$ cat src/rtl/ppt_pkg.sv
// Shared definitions for the presentation-controller datapath blocks.
// Holds the freq_meter FSM state encoding, the overflow select code and
// the default period counter width (matching the clock divider counter).
package ppt_pkg;

  typedef enum logic [1:0] {
    IDLE    = 2'd0,
    ARM     = 2'd1,
    MEASURE = 2'd2,
    DONE    = 2'd3
  } fm_state_t;

  localparam int         FM_SEL_W      = 5;
  localparam logic [4:0] SEL_OVF       = 5'd31;
  localparam int         CNT_W_DEFAULT = 21;

endpackage

$ cat src/rtl/freq_meter_if.sv
// Request/result bus of freq_meter.
//   start        : one-cycle measurement request (requester -> meter)
//   busy         : meter is between start acceptance and result handshake
//   result_valid : result held on period/sel_est/overflow
//   result_ready : requester accepts the result
//   period       : measured period in clk cycles (PERIOD_W bits)
//   sel_est      : estimated divider select code
//   overflow     : no closing edge before the counter saturated
// master = requester side, slave = freq_meter side.
interface freq_meter_if
  import ppt_pkg::*;
#(
  parameter int PERIOD_W = CNT_W_DEFAULT
) ();
  logic                start;
  logic                busy;
  logic                result_valid;
  logic                result_ready;
  logic [PERIOD_W-1:0] period;
  logic [FM_SEL_W-1:0] sel_est;
  logic                overflow;

  modport master (
    output start, result_ready,
    input  busy, result_valid, period, sel_est, overflow
  );

  modport slave (
    input  start, result_ready,
    output busy, result_valid, period, sel_est, overflow
  );
endinterface

$ cat src/rtl/freq_meter_msb_index.sv
// msb_index: combinational leading-one detector.
//   x   : W-bit input value
//   idx : floor(log2(x)); 0 when x is 0 or 1
module msb_index #(
  parameter int W     = 21,
  parameter int IDX_W = 5
) (
  input  logic [W-1:0]     x,
  output logic [IDX_W-1:0] idx
);

  // Scan upward so the highest set bit wins.
  always_comb begin
    idx = '0;
    for (int i = 0; i < W; i++) begin
      if (x[i]) idx = IDX_W'(i);
    end
  end

endmodule

$ cat src/rtl/freq_meter.sv
// freq_meter: measures the period of a slow input in clk cycles and
// estimates the clock-divider select code that would produce it.
//   clk    : the only clock
//   rst_n  : synchronous active-low reset
//   sig_in : asynchronous signal under measurement
//   bus    : freq_meter_if.slave (start/busy, result valid/ready,
//            period, sel_est, overflow)
// Optional feature macro FREQ_METER_AVG_EN: average over 4 consecutive
// periods with a CNT_W+2 accumulator; period port becomes CNT_W+2 bits.
module freq_meter
  import ppt_pkg::*;
#(
  parameter int CNT_W       = CNT_W_DEFAULT,
  parameter int SYNC_STAGES = 2
) (
  input  logic         clk,
  input  logic         rst_n,
  input  logic         sig_in,
  freq_meter_if.slave  bus
);

`ifdef FREQ_METER_AVG_EN
  localparam int ACC_W     = CNT_W + 2;
  localparam int AVG_SHIFT = 2;
`else
  localparam int ACC_W     = CNT_W;
  localparam int AVG_SHIFT = 0;
`endif
  localparam int PERIOD_W = ACC_W;
  localparam int IDX_W    = (CNT_W > 1) ? $clog2(CNT_W) : 1;

  // floor(log2(p)) - 1, clamped to 0 below 4 so a divider tap at bit n
  // (period 2^(n+1)) maps back to n.
  function automatic logic [FM_SEL_W-1:0] sel_from_msb(
    input logic [CNT_W-1:0] p,
    input logic [IDX_W-1:0] msb
  );
    if (p < CNT_W'(4)) return '0;
    return FM_SEL_W'(msb) - FM_SEL_W'(1);
  endfunction

  logic [SYNC_STAGES-1:0] sync_q, sync_d;
  logic                   hist_q, hist_d;
  logic                   rise_q, rise_d;

  fm_state_t              state_q, state_d;
  logic [ACC_W-1:0]       cnt_q, cnt_d;
  logic [PERIOD_W-1:0]    period_q, period_d;
  logic [FM_SEL_W-1:0]    sel_q, sel_d;
  logic                   ovf_q, ovf_d;
`ifdef FREQ_METER_AVG_EN
  logic [1:0]             edge_q, edge_d;
`endif

  logic [CNT_W-1:0]       meas_val;
  logic [IDX_W-1:0]       meas_msb;
  logic                   last_edge;

  // Synchroniser, edge history and a registered rise pulse.
  always_comb begin
    sync_d = {sync_q[SYNC_STAGES-2:0], sig_in};
    hist_d = sync_q[SYNC_STAGES-1];
    rise_d = sync_q[SYNC_STAGES-1] & ~hist_q;
  end

  assign meas_val = CNT_W'(cnt_q >> AVG_SHIFT);

  msb_index #(
    .W     (CNT_W),
    .IDX_W (IDX_W)
  ) u_msb_index (
    .x   (meas_val),
    .idx (meas_msb)
  );

`ifdef FREQ_METER_AVG_EN
  assign last_edge = (edge_q == 2'd3);
`else
  assign last_edge = 1'b1;
`endif

  always_comb begin
    state_d  = state_q;
    cnt_d    = cnt_q;
    period_d = period_q;
    sel_d    = sel_q;
    ovf_d    = ovf_q;
`ifdef FREQ_METER_AVG_EN
    edge_d   = edge_q;
`endif
    unique case (state_q)
      IDLE: begin
        if (bus.start) state_d = ARM;
      end
      ARM: begin
        // This rise opens the window; it can never also close it.
        if (rise_q) begin
          state_d = MEASURE;
          cnt_d   = ACC_W'(1);
`ifdef FREQ_METER_AVG_EN
          edge_d  = 2'd0;
`endif
        end
      end
      MEASURE: begin
        if (rise_q && last_edge) begin
          period_d = PERIOD_W'(meas_val);
          sel_d    = sel_from_msb(meas_val, meas_msb);
          ovf_d    = 1'b0;
          state_d  = DONE;
        end else if (&cnt_q) begin
          period_d = '1;
          sel_d    = SEL_OVF;
          ovf_d    = 1'b1;
          state_d  = DONE;
        end else begin
          // Intermediate edges (averaging only) keep counting through.
          cnt_d = cnt_q + ACC_W'(1);
`ifdef FREQ_METER_AVG_EN
          if (rise_q) edge_d = edge_q + 2'd1;
`endif
        end
      end
      DONE: begin
        if (bus.result_ready) state_d = IDLE;
      end
      default: state_d = IDLE;
    endcase
  end

  always_ff @(posedge clk) begin
    if (!rst_n) begin
      sync_q   <= '0;
      hist_q   <= 1'b0;
      rise_q   <= 1'b0;
      state_q  <= IDLE;
      period_q <= '0;
      sel_q    <= '0;
      ovf_q    <= 1'b0;
    end else begin
      sync_q   <= sync_d;
      hist_q   <= hist_d;
      rise_q   <= rise_d;
      state_q  <= state_d;
      period_q <= period_d;
      sel_q    <= sel_d;
      ovf_q    <= ovf_d;
    end
  end

  // Counters are always re-seeded on entry to MEASURE, so no reset needed.
  always_ff @(posedge clk) begin
    cnt_q  <= cnt_d;
`ifdef FREQ_METER_AVG_EN
    edge_q <= edge_d;
`endif
  end

  assign bus.busy         = (state_q != IDLE);
  assign bus.result_valid = (state_q == DONE);
  assign bus.period       = period_q;
  assign bus.sel_est      = sel_q;
  assign bus.overflow     = ovf_q;

endmodule

$ cat src/flat_wrapper.sv
// flat-port wrapper written by rule: the top's interface ports become plain ports
module freq_meter_flat import ppt_pkg::*;
#(
  parameter int CNT_W       = CNT_W_DEFAULT,
  parameter int SYNC_STAGES = 2
)
  (clk, rst_n, sig_in, bus_start, bus_result_ready, bus_busy, bus_result_valid, bus_period, bus_sel_est, bus_overflow);
  freq_meter_if #(.PERIOD_W((CNT_W))) bus_i ();
  input  logic clk;
  input  logic rst_n;
  input  logic sig_in;
  input wire logic [$bits(bus_i.start)-1:0] bus_start;
  input wire logic [$bits(bus_i.result_ready)-1:0] bus_result_ready;
  output wire logic [$bits(bus_i.busy)-1:0] bus_busy;
  output wire logic [$bits(bus_i.result_valid)-1:0] bus_result_valid;
  output wire logic [$bits(bus_i.period)-1:0] bus_period;
  output wire logic [$bits(bus_i.sel_est)-1:0] bus_sel_est;
  output wire logic [$bits(bus_i.overflow)-1:0] bus_overflow;
  assign bus_i.start = bus_start;
  assign bus_i.result_ready = bus_result_ready;
  assign bus_busy = bus_i.busy;
  assign bus_result_valid = bus_i.result_valid;
  assign bus_period = bus_i.period;
  assign bus_sel_est = bus_i.sel_est;
  assign bus_overflow = bus_i.overflow;
  freq_meter #(.CNT_W(CNT_W), .SYNC_STAGES(SYNC_STAGES)) u_core (.clk(clk), .rst_n(rst_n), .sig_in(sig_in), .bus(bus_i));
endmodule
$ cat config.mk
export PLATFORM = sky130hd
export DESIGN_NAME = freq_meter_flat
export DESIGN_NICKNAME = d
export VERILOG_FILES = /design/src/rtl/ppt_pkg.sv /design/src/rtl/freq_meter_if.sv /design/src/rtl/freq_meter_msb_index.sv /design/src/rtl/freq_meter.sv /design/src/flat_wrapper.sv
export SDC_FILE = /design/constraint.sdc
export NUM_CORES = 1
export LEC_CHECK = 0
export CORE_ASPECT_RATIO = 0.9
export CORE_UTILIZATION = 60
export DETAILED_ROUTE_END_ITERATION = 10
export GPL_TIMING_DRIVEN = 0
export PLACE_DENSITY = 0.83
export SYNTH_ARGS = -nofsm -noshare
export SYNTH_HDL_FRONTEND = slang
export SYNTH_SLANG_ARGS = --single-unit
$ cat constraint.sdc
create_clock -name clk -period 5.3 [get_ports clk]
set_input_delay 1.06 -clock clk [delete_from_list [all_inputs] [get_ports clk]]
set_output_delay 1.06 -clock clk [all_outputs]
set_load 0.05 [all_outputs]
**Word-level counts from Yosys, hierarchy flattened**

Cells that the tools add are included.
W data, S select, Z words.

- Register bits: 54
- Input bits: 5
- Output and inout bits: 29
- Logic and storage cells: 71

- Add/sub/neg operators: 2
- $lt $le $gt $ge: 1
- Eq/ne operators: 9
- Muxes and demuxes: 41
- Bitwise operators: 2
- Reduce and logical (&&, ||, !) cells: 8

Operator list:

| operator | number |
|---|---|
| $mux W5 | 23 |
| $mux W21 | 5 |
| $pmux W21 S2 | 1 |
| $add A21 B1 Y21 const B | 1 |
| $lt A21 B3 Y1 const B | 1 |
| $reduce_and A21 Y1 | 1 |
| $mux W2 | 5 |
| $ne A2 B2 Y1 const B | 4 |
| $pmux W2 S4 | 1 |
| $reduce_and A4 Y1 | 2 |
| $mux W1 | 6 |
| $reduce_bool A2 Y1 | 3 |
| $sub A5 B1 Y5 const B | 1 |
| $eq A2 B2 Y1 const B | 2 |
| $ne A3 B1 Y1 const B | 1 |
| $eq A2 B1 Y1 const B | 1 |
| $logic_not A2 Y1 | 1 |
| $ne A2 B1 Y1 const B | 1 |
| $reduce_and A2 Y1 | 1 |
| $and A1 B1 Y1 | 1 |
| $not A1 Y1 | 1 |

**Longest topological paths before layout**

Gate-level depths: netlist (run 1).

- Depth in word-level cells: 23
- Gate-level depth with buffers: 12
- Gate-level depth less buffers: 11

**Cells and area by module**

Synthesis (run 1) repeated with hierarchy kept, for this count alone.

- Cells, all modules: 254
- Area, all modules: 2685.1 um^2

By module, submodules not included:

| module | times used | cells an instance | area an instance (um^2) | seq. area each (um^2) |
|---|---|---|---|---|
| freq_meter | 1 | 218 | 2488.6 | 1291.2 |
| msb_index | 1 | 36 | 196.4 | 0.0 |

**Worst setup path after synthesis (run 1)**

Ideal clock, no wire load.

- Path kind: reg-to-reg
- Start point: reg u_core.cnt_q[11]
- End point: reg u_core.cnt_q[0] (enable)
- Library setup time: 0.428 ns
- Arrival: 2.849 ns
- Data required time: 4.872 ns
- Slack: 2.023 ns
- Cell stages (with the launch flop): 7
- Path buffers: 1
- Clock period less this slack: 3.277 ns
- Cell sequence: edfxtp_1 -> buf_4 -> and4_1 -> and4_1 -> a41oi_1 -> nand2_1 -> o21ai_0

- Word-level cells in the longest chain between the ends: 3

RTL lines:

| what | RTL line | text |
|---|---|---|
| start, declared | freq_meter.sv:47 | `logic [ACC_W-1:0] cnt_q, cnt_d;` |
| start signal, assigned | freq_meter.sv:153 | `cnt_q <= cnt_d;` |
| $reduce_and A21 Y1 | freq_meter.sv:111 | `end else if (&cnt_q) begin` |
| $ne A2 B2 Y1 (no source line) | n/a |  |
| $reduce_and A4 Y1 (no source line) | n/a |  |

Every way passes these cells.
A chain may end at the register's enable or synchronous reset.

**Final worst setup path (run 1)**

- Start point: reg u_core.state_q[0]
- End point: out bus_busy

- Word-level cells in the longest chain between the ends: 1

RTL lines:

| what | RTL line | text |
|---|---|---|
| start, declared | freq_meter.sv:46 | `fm_state_t state_q, state_d;` |
| start signal, assigned | freq_meter.sv:144 | `state_q <= state_d;` |
| $reduce_bool A2 Y1 | freq_meter.sv:159 | `assign bus.busy = (state_q != IDLE);` |
| end, declared | flat_wrapper.sv:14 | `output wire logic [$bits(bus_i.busy)-1:0] bus_busy;` |

Every way passes these cells.

==> results of run 1 <==
==> worst max path at each step <==
stage,from,to,depth (start not counted)
floorplan,u_core.cnt_q[11],u_core.cnt_q[0],6
global placement,u_core.cnt_q[11],u_core.cnt_q[10],6
detailed placement,rst_n,u_core.bus.period[18],4
CTS,u_core.state_q[0],bus_busy,4
global route,u_core.state_q[0],bus_busy,4
finish,u_core.state_q[0],bus_busy,4
==> kinds of logic (layout without fill, tap and decap cells) <==
logic type	count (synthesis)	in the layout
mux	1	1
xor+xnor	17	17
buf+inv	32	74
simple gates	98	98
flops	54	54
fa+ha+maj	7	7
compound gates	59	59
==> state kept, by name, indices dropped and copies added (netlist names) <==
signal,flops
u_core.bus.period,21
u_core.cnt_q,21
u_core.bus.sel_est,5
u_core.state_q,2
u_core.sync_q,2
u_core.bus.overflow,1
u_core.hist_q,1
u_core.rise_q,1
==> placed cells by master, fill, tap and decap left out, drive strengths merged, types with 4 or more instances in the layout <==
| cell | netlist | final |
|---|---|---|
| a21oi | 10 | 10 |
| and2 | 7 | 7 |
| and4 | 4 | 4 |
| buf | 16 | 17 |
| clkbuf | 7 | 12 |
| clkdlybuf4s50 | 0 | 33 |
| dfxtp | 33 | 33 |
| edfxtp | 21 | 21 |
| ha | 7 | 7 |
| inv | 8 | 8 |
| nand2 | 15 | 15 |
| nand2b | 4 | 4 |
| nand3 | 9 | 9 |
| nand4 | 5 | 5 |
| nor2 | 30 | 30 |
| nor4 | 5 | 5 |
| o21ai | 11 | 11 |
| o221a | 21 | 21 |
| or3 | 5 | 5 |
| xnor2 | 9 | 9 |
| xor2 | 8 | 8 |
==> metal layers <==
metal / vias to the layer above / global-route usage / wire length, um
li1: 1063 / - / -
met1: 1077 / 0.3497 / 2869
met2: 63 / 0.4151 / 2800
met3: 9 / 0.05900 / 224
met4: 0 / 0.08413 / 77
met5: - / 0 / 0
==> stage by stage <==
stage / utilization / hold slack, ns / cell area [um^2]
2_1_floorplan: - / 0.3674 / 2775
3_3_place_gp: 0.7136 / 0.3723 / 3183
3_5_place_dp: 0.7178 / 0.3791 / 3202
4_1_cts: 0.7422 / 0.3921 / 3311
5_1_grt: 0.7422 / 0.4022 / 3311
6_report: 0.7422 / 0.3876 / 3311
==> final cells by class <==
cell class,count,area (um^2),area share
Inverter,9,33.78,0.01020
Multi-Input combinational cell,182,1306,0.3946
Sequential cell,54,1291,0.3900
Clock inverter,3,40.04,0.01209
Buffer,23,147.6,0.04460
Clock buffer,5,68.82,0.02079
Tap cell,62,77.57,0.02343
Timing Repair Buffer,34,345.3,0.1043
==> worst register-to-register path: cells and delay by family, from the launching register on <==
kind	cells	cell delay [ns]
compound gates	2	0.94
buf+inv	2	0.40
simple gates	3	0.64
flops	1	0.37
==> power breakdown <==
part	leakage, nW	internal (mW)	switching (mW)
clock	0.0579	0.139	0.136
combinational	0.664	0.152	0.259
sequential	0.462	0.499	0.0405
==> impl_metrics.toml, run 1 <==
[timing]
skew_ns = 0.008104
worstMarginPinSlew_ns = 0.7694
relSlewSlack = 0.4831
report.final.hold_viol_count = 0
min_period_over_period = 0.5523
finalSetupViolations = 0
min_period_ns = 2.927
final-max-slew-violation-count = 0
fin_tns_setup_ns = 0
fmax_ghz = 0.3416
rsz0062_at_grt = "no"
setup_ws_ns = 2.373

[setup_path]
critPathSlowestCell = "clkdlybuf4s50_1"
cp.arrival_ns = 1.87
critPathRequiredTime_ns = 4.24
end_kind = "output pin"
crit_type = "register to output pin"
cp_max_fo = 4
path_cells = "inv_1 > ha_1 > inv_1 > clkdlybuf4s50_1"
r2r_slack_ns = 2.66
cpPeakStageDelay_ns = 0.80
reg2reg_to = "u_core.cnt_q[8]"
path_common_cell = "inv_1"
worst-r2r-cell-count = 7
r2r-start = "u_core.cnt_q[11]"
crit_buf_inv = 3
cp-start-kind = "register"
path_delay_family = "buffers and inverters"

[cts]
cts_tree = "built"
cts_max_level = 2
cts-root-buf = "clkbuf_8"
post_cts_resized = 0
clock_path_buffers = 2
hold_buffers = 0
postCtsSetupBuffers = 0
cts_buffers = 5
clock_latency_ns = 0.32
numClockSinks = 54
clkTransAtPathRegs_ns = 0.09

[floorplanning]
dieHeight_um = 66.52
dieArea_um2 = 4902
die-width_um = 73.69
start_util = 0.6222
num_rows = 23
ioPinCount = 34
core-area_um2 = 4461

[pwr]
p_leak_nw = 1.183
ir_drop_mv = 0.3744
power_density_nw_per_um2 = 370.1
power_mw = 1.225

[yosys]
yosys.area.top_type_share = 0.2381
async_flop_share = 0
ys_top_cells_by_count = "dfxtp_1 (33), nor2_1 (30), edfxtp_1 (21), o221a_2 (20), nand2_1 (15)"
muxShareOfSynthArea = 0.003607
synth_compound_area_frac = 0.1849
yosys.area_share.simple = 0.1957
syn_area_um2 = 2775
postSynthCellCount = 268
ys_warn_count = 0
synth_xor_area_frac = 0.05365
synth_most_common_cell = "dfxtp_1"
syn_area_per_cell_um2 = 10.36
synthFlopType = "dfxtp_1"
synth-adder-area-share = 0.03156
synth-edff-count = 21
synth_cell_types = 52
synth-seq-area-share = 0.4653
ys_seq_elements = 54
synth_area_leader_cell = "dfxtp_1"
synth_fp_nets = 280
synth_area_leaders = "dfxtp_1 (24%), edfxtp_1 (23%), o221a_2 (8.1%)"
synth_top_family_by_area = "simple AND/OR/NAND/NOR gates"

[final_layout]
layout.cells.non_filler = 372
drive_gt1_frac = 0.1871
fin_nets = 321
antenna_cells = 0
area_growth_pct = 19.30
fillerInstances = 338

[run]
cap_violations = 0

[worst_hold_path]
hold_start = "u_core.hist_q"
hold_depth = 1
min_to = "u_core.rise_q"
hold_class = "register to register"

[global_route]
grt_overflow = 0
grt_pass1_vias = 2016
grt_use_total = 0.2604
antenna_found_initial = 0
grt_start_max_net_pins = 17
grt_pass1_wl_um = 9556

[route]
postRouteAntennaNets = 0
drc = 0
drt_iter0_drc = 184
routed_wl_um = 5972
avgRoutedWirePerCell_um = 16.05
vias = 2212
routed_via_density = 5.946
drt_first_pass_iters = 4

[outcome]
outcome = "completed"

[place]
place.gp.congestion = 0.9037
pre_cts_ws_ns = 2.704
dp.cells = 364
dp_hpwl_um = 4216
portBuffers = 33
No activity file was read; power rests on OpenSTA's default activity.
==> run 2, diff against run 1 <==
--- a/config.mk
+++ b/config.mk
@@ -6,10 +6,10 @@
 export NUM_CORES = 1
 export LEC_CHECK = 0
 export CORE_ASPECT_RATIO = 0.9
-export CORE_UTILIZATION = 60
+export CORE_UTILIZATION = 55
 export DETAILED_ROUTE_END_ITERATION = 10
 export GPL_TIMING_DRIVEN = 0
-export PLACE_DENSITY = 0.83
+export PLACE_DENSITY = 0.77
 export SYNTH_ARGS = -nofsm -noshare
 export SYNTH_HDL_FRONTEND = slang
 export SYNTH_SLANG_ARGS = --single-unit
==> constraint.sdc (replaced) <==
create_clock -name clk -period 2.8 [get_ports clk]
set_input_delay 0.56 -clock clk [delete_from_list [all_inputs] [get_ports clk]]
set_output_delay 0.56 -clock clk [all_outputs]
set_load 0.05 [all_outputs]
==> run 2 against run 1 <==
  * Sequential share of layout area grew 0.13 points
  * Via count shrank 1.8%
  * Cell count grew 0.81%
  * Non-clock buffer count is the same
  * Sequential power grew 89%
  * Register-to-register slack lost 2.5 ns
  * First-iteration DRC count shrank 25%
  * Highest routed layer unchanged
==> impl_metrics.toml, run 2 (synthesis results as in run 1) <==
[outcome]
outcome = "completed"

[timing]
min_period_over_period = 0.9307
final-max-slew-violation-count = 0
finalSetupViolations = 0
relSlewSlack = 0.5071
skew_ns = 0.009842
setup_ws_ns = 0.1940
hold_slack_ns = 0.3960
fin_tns_setup_ns = 0
fmax_ghz = 0.3837
report.final.hold_viol_count = 0
min_period_ns = 2.606
rsz0062_at_grt = "no"
worstMarginPinSlew_ns = 0.7338

[final_layout]
final_cell_mix = "clkdlybuf4s50_1 (33), dfxtp_1 (33), nor2_1 (30)"
fillerInstances = 404
final_core_utilization = 0.6825
antenna_cells = 0
fin_nets = 321
drive_gt1_frac = 0.1871
area_growth_pct = 18.89

[floorplanning]
dieArea_um2 = 5334
ioPinCount = 34
core-area_um2 = 4835
start_util = 0.5740
dieHeight_um = 69.39
die-width_um = 76.88
num_rows = 24

[global_route]
antenna_found_initial = 0
grt_pass1_wl_um = 9846
grt_pass1_vias = 2031
grt_overflow = 0
grt_start_max_net_pins = 18
grt_use_total = 0.2344

[worst_hold_path]
hold_class = "register to register"

[place]
dp_hpwl_um = 4224
pre_cts_ws_ns = 0.2203
portBuffers = 33
place.gp.congestion = 0.8614

[setup_path]
critPathRequiredTime_ns = 3.01
end_kind = "register"
cp.arrival_ns = 2.81
cp-start-kind = "register"
crit_type = "register to register"
cp_max_fo = 8

[route]
vias = 2172
routed_via_density = 5.792
postRouteAntennaNets = 0
drc = 0
avgRoutedWirePerCell_um = 15.53
routed_wl_um = 5825
drt_iter0_drc = 138
drt_first_pass_iters = 5

[pwr]
power_mw = 2.227
power_density_nw_per_um2 = 674.9
p_leak_nw = 1.165
ir_drop_mv = 0.5608

[run]
cap_violations = 0

[cts]
clock_path_buffers = 2
cts-root-buf = "clkbuf_8"
postCtsSetupBuffers = 0
cts_buffers = 5
numClockSinks = 54
clkTransAtPathRegs_ns = 0.10
cts_max_level = 2
cts_tree = "built"
clock_latency_ns = 0.31
-- run 2: final cells by class --
class	count	area (um^2)	area share
Buffer	23	147.6	0.04475
Timing Repair Buffer	34	345.3	0.1047
Tap cell	65	81.33	0.02465
Sequential cell	54	1291	0.3914
Inverter	9	33.78	0.01024
Clock buffer	6	72.57	0.02199
Clock inverter	2	15.01	0.004551
Multi-Input combinational cell	182	1313	0.3978
-- run 2: per-stage QoR --
stage / instances / cell area, um^2
after floorplan: 268 / 2775
after global placement: 366 / 3187
after detailed placement: 367 / 3206
after CTS: 375 / 3293
after global routing: 375 / 3299
final: 375 / 3299
-- run 2: repair_timing --
item | in CTS | in global routing
endpoints found under the setup margin | 0 | 1
resized for setup | 0 | 1
endpoints found under the hold margin | 0 | 0
hold buffers | 0 | 0
-- run 2: critical path, cell delays in order, from the launching register on --
cell      delay (ns)
edfxtp_1        0.36
buf_2           0.18
nand2b_1        0.17
a221oi_2        0.28
nor4_1          0.10
o21a_1          0.23
o21ba_2         0.21
or2_2           0.27
ha_1            0.22
nand2_1         0.07
o21ai_0         0.08
a211oi_1        0.26
nor2_1          0.07
-- run 2: where the power goes --
group / internal (mW) / switching (mW) / total, mW
sequential: 0.944 / 0.0739 / 1.02
combinational: 0.288 / 0.487 / 0.776
clock: 0.177 / 0.256 / 0.433
-- run 2: path summary, 6_finish.rpt --
check | from | endpoint | slack [ns] | depth (start not counted)
hold reg to reg | u_core.hist_q | u_core.rise_q | 0.40 | 1
setup / recovery | u_core.cnt_q[2] | u_core.bus.sel_est[4] | 0.19 | 12
setup reg to reg | u_core.cnt_q[2] | u_core.bus.sel_est[4] | 0.19 | 12
hold / removal | u_core.hist_q | u_core.rise_q | 0.40 | 1
-- run 2: routing by layer --
layer	global-route usage	share of wire	vias up	wire, um
li1	-	-	1066	-
met3	0.04342	0.032	7	187
met4	0.07051	0.012	0	67
met5	0	0	-	0
met1	0.3348	0.49	1064	2839
met2	0.3611	0.47	35	2731
==> run 3, diff against run 2 <==
--- a/config.mk
+++ b/config.mk
@@ -10,6 +10,7 @@
 export DETAILED_ROUTE_END_ITERATION = 10
 export GPL_TIMING_DRIVEN = 0
 export PLACE_DENSITY = 0.77
+export SLEW_MARGIN = 20
 export SYNTH_ARGS = -nofsm -noshare
 export SYNTH_HDL_FRONTEND = slang
 export SYNTH_SLANG_ARGS = --single-unit
==> results of run 3 <==
Final layout, timing and power as in run 2 (identical DEF).
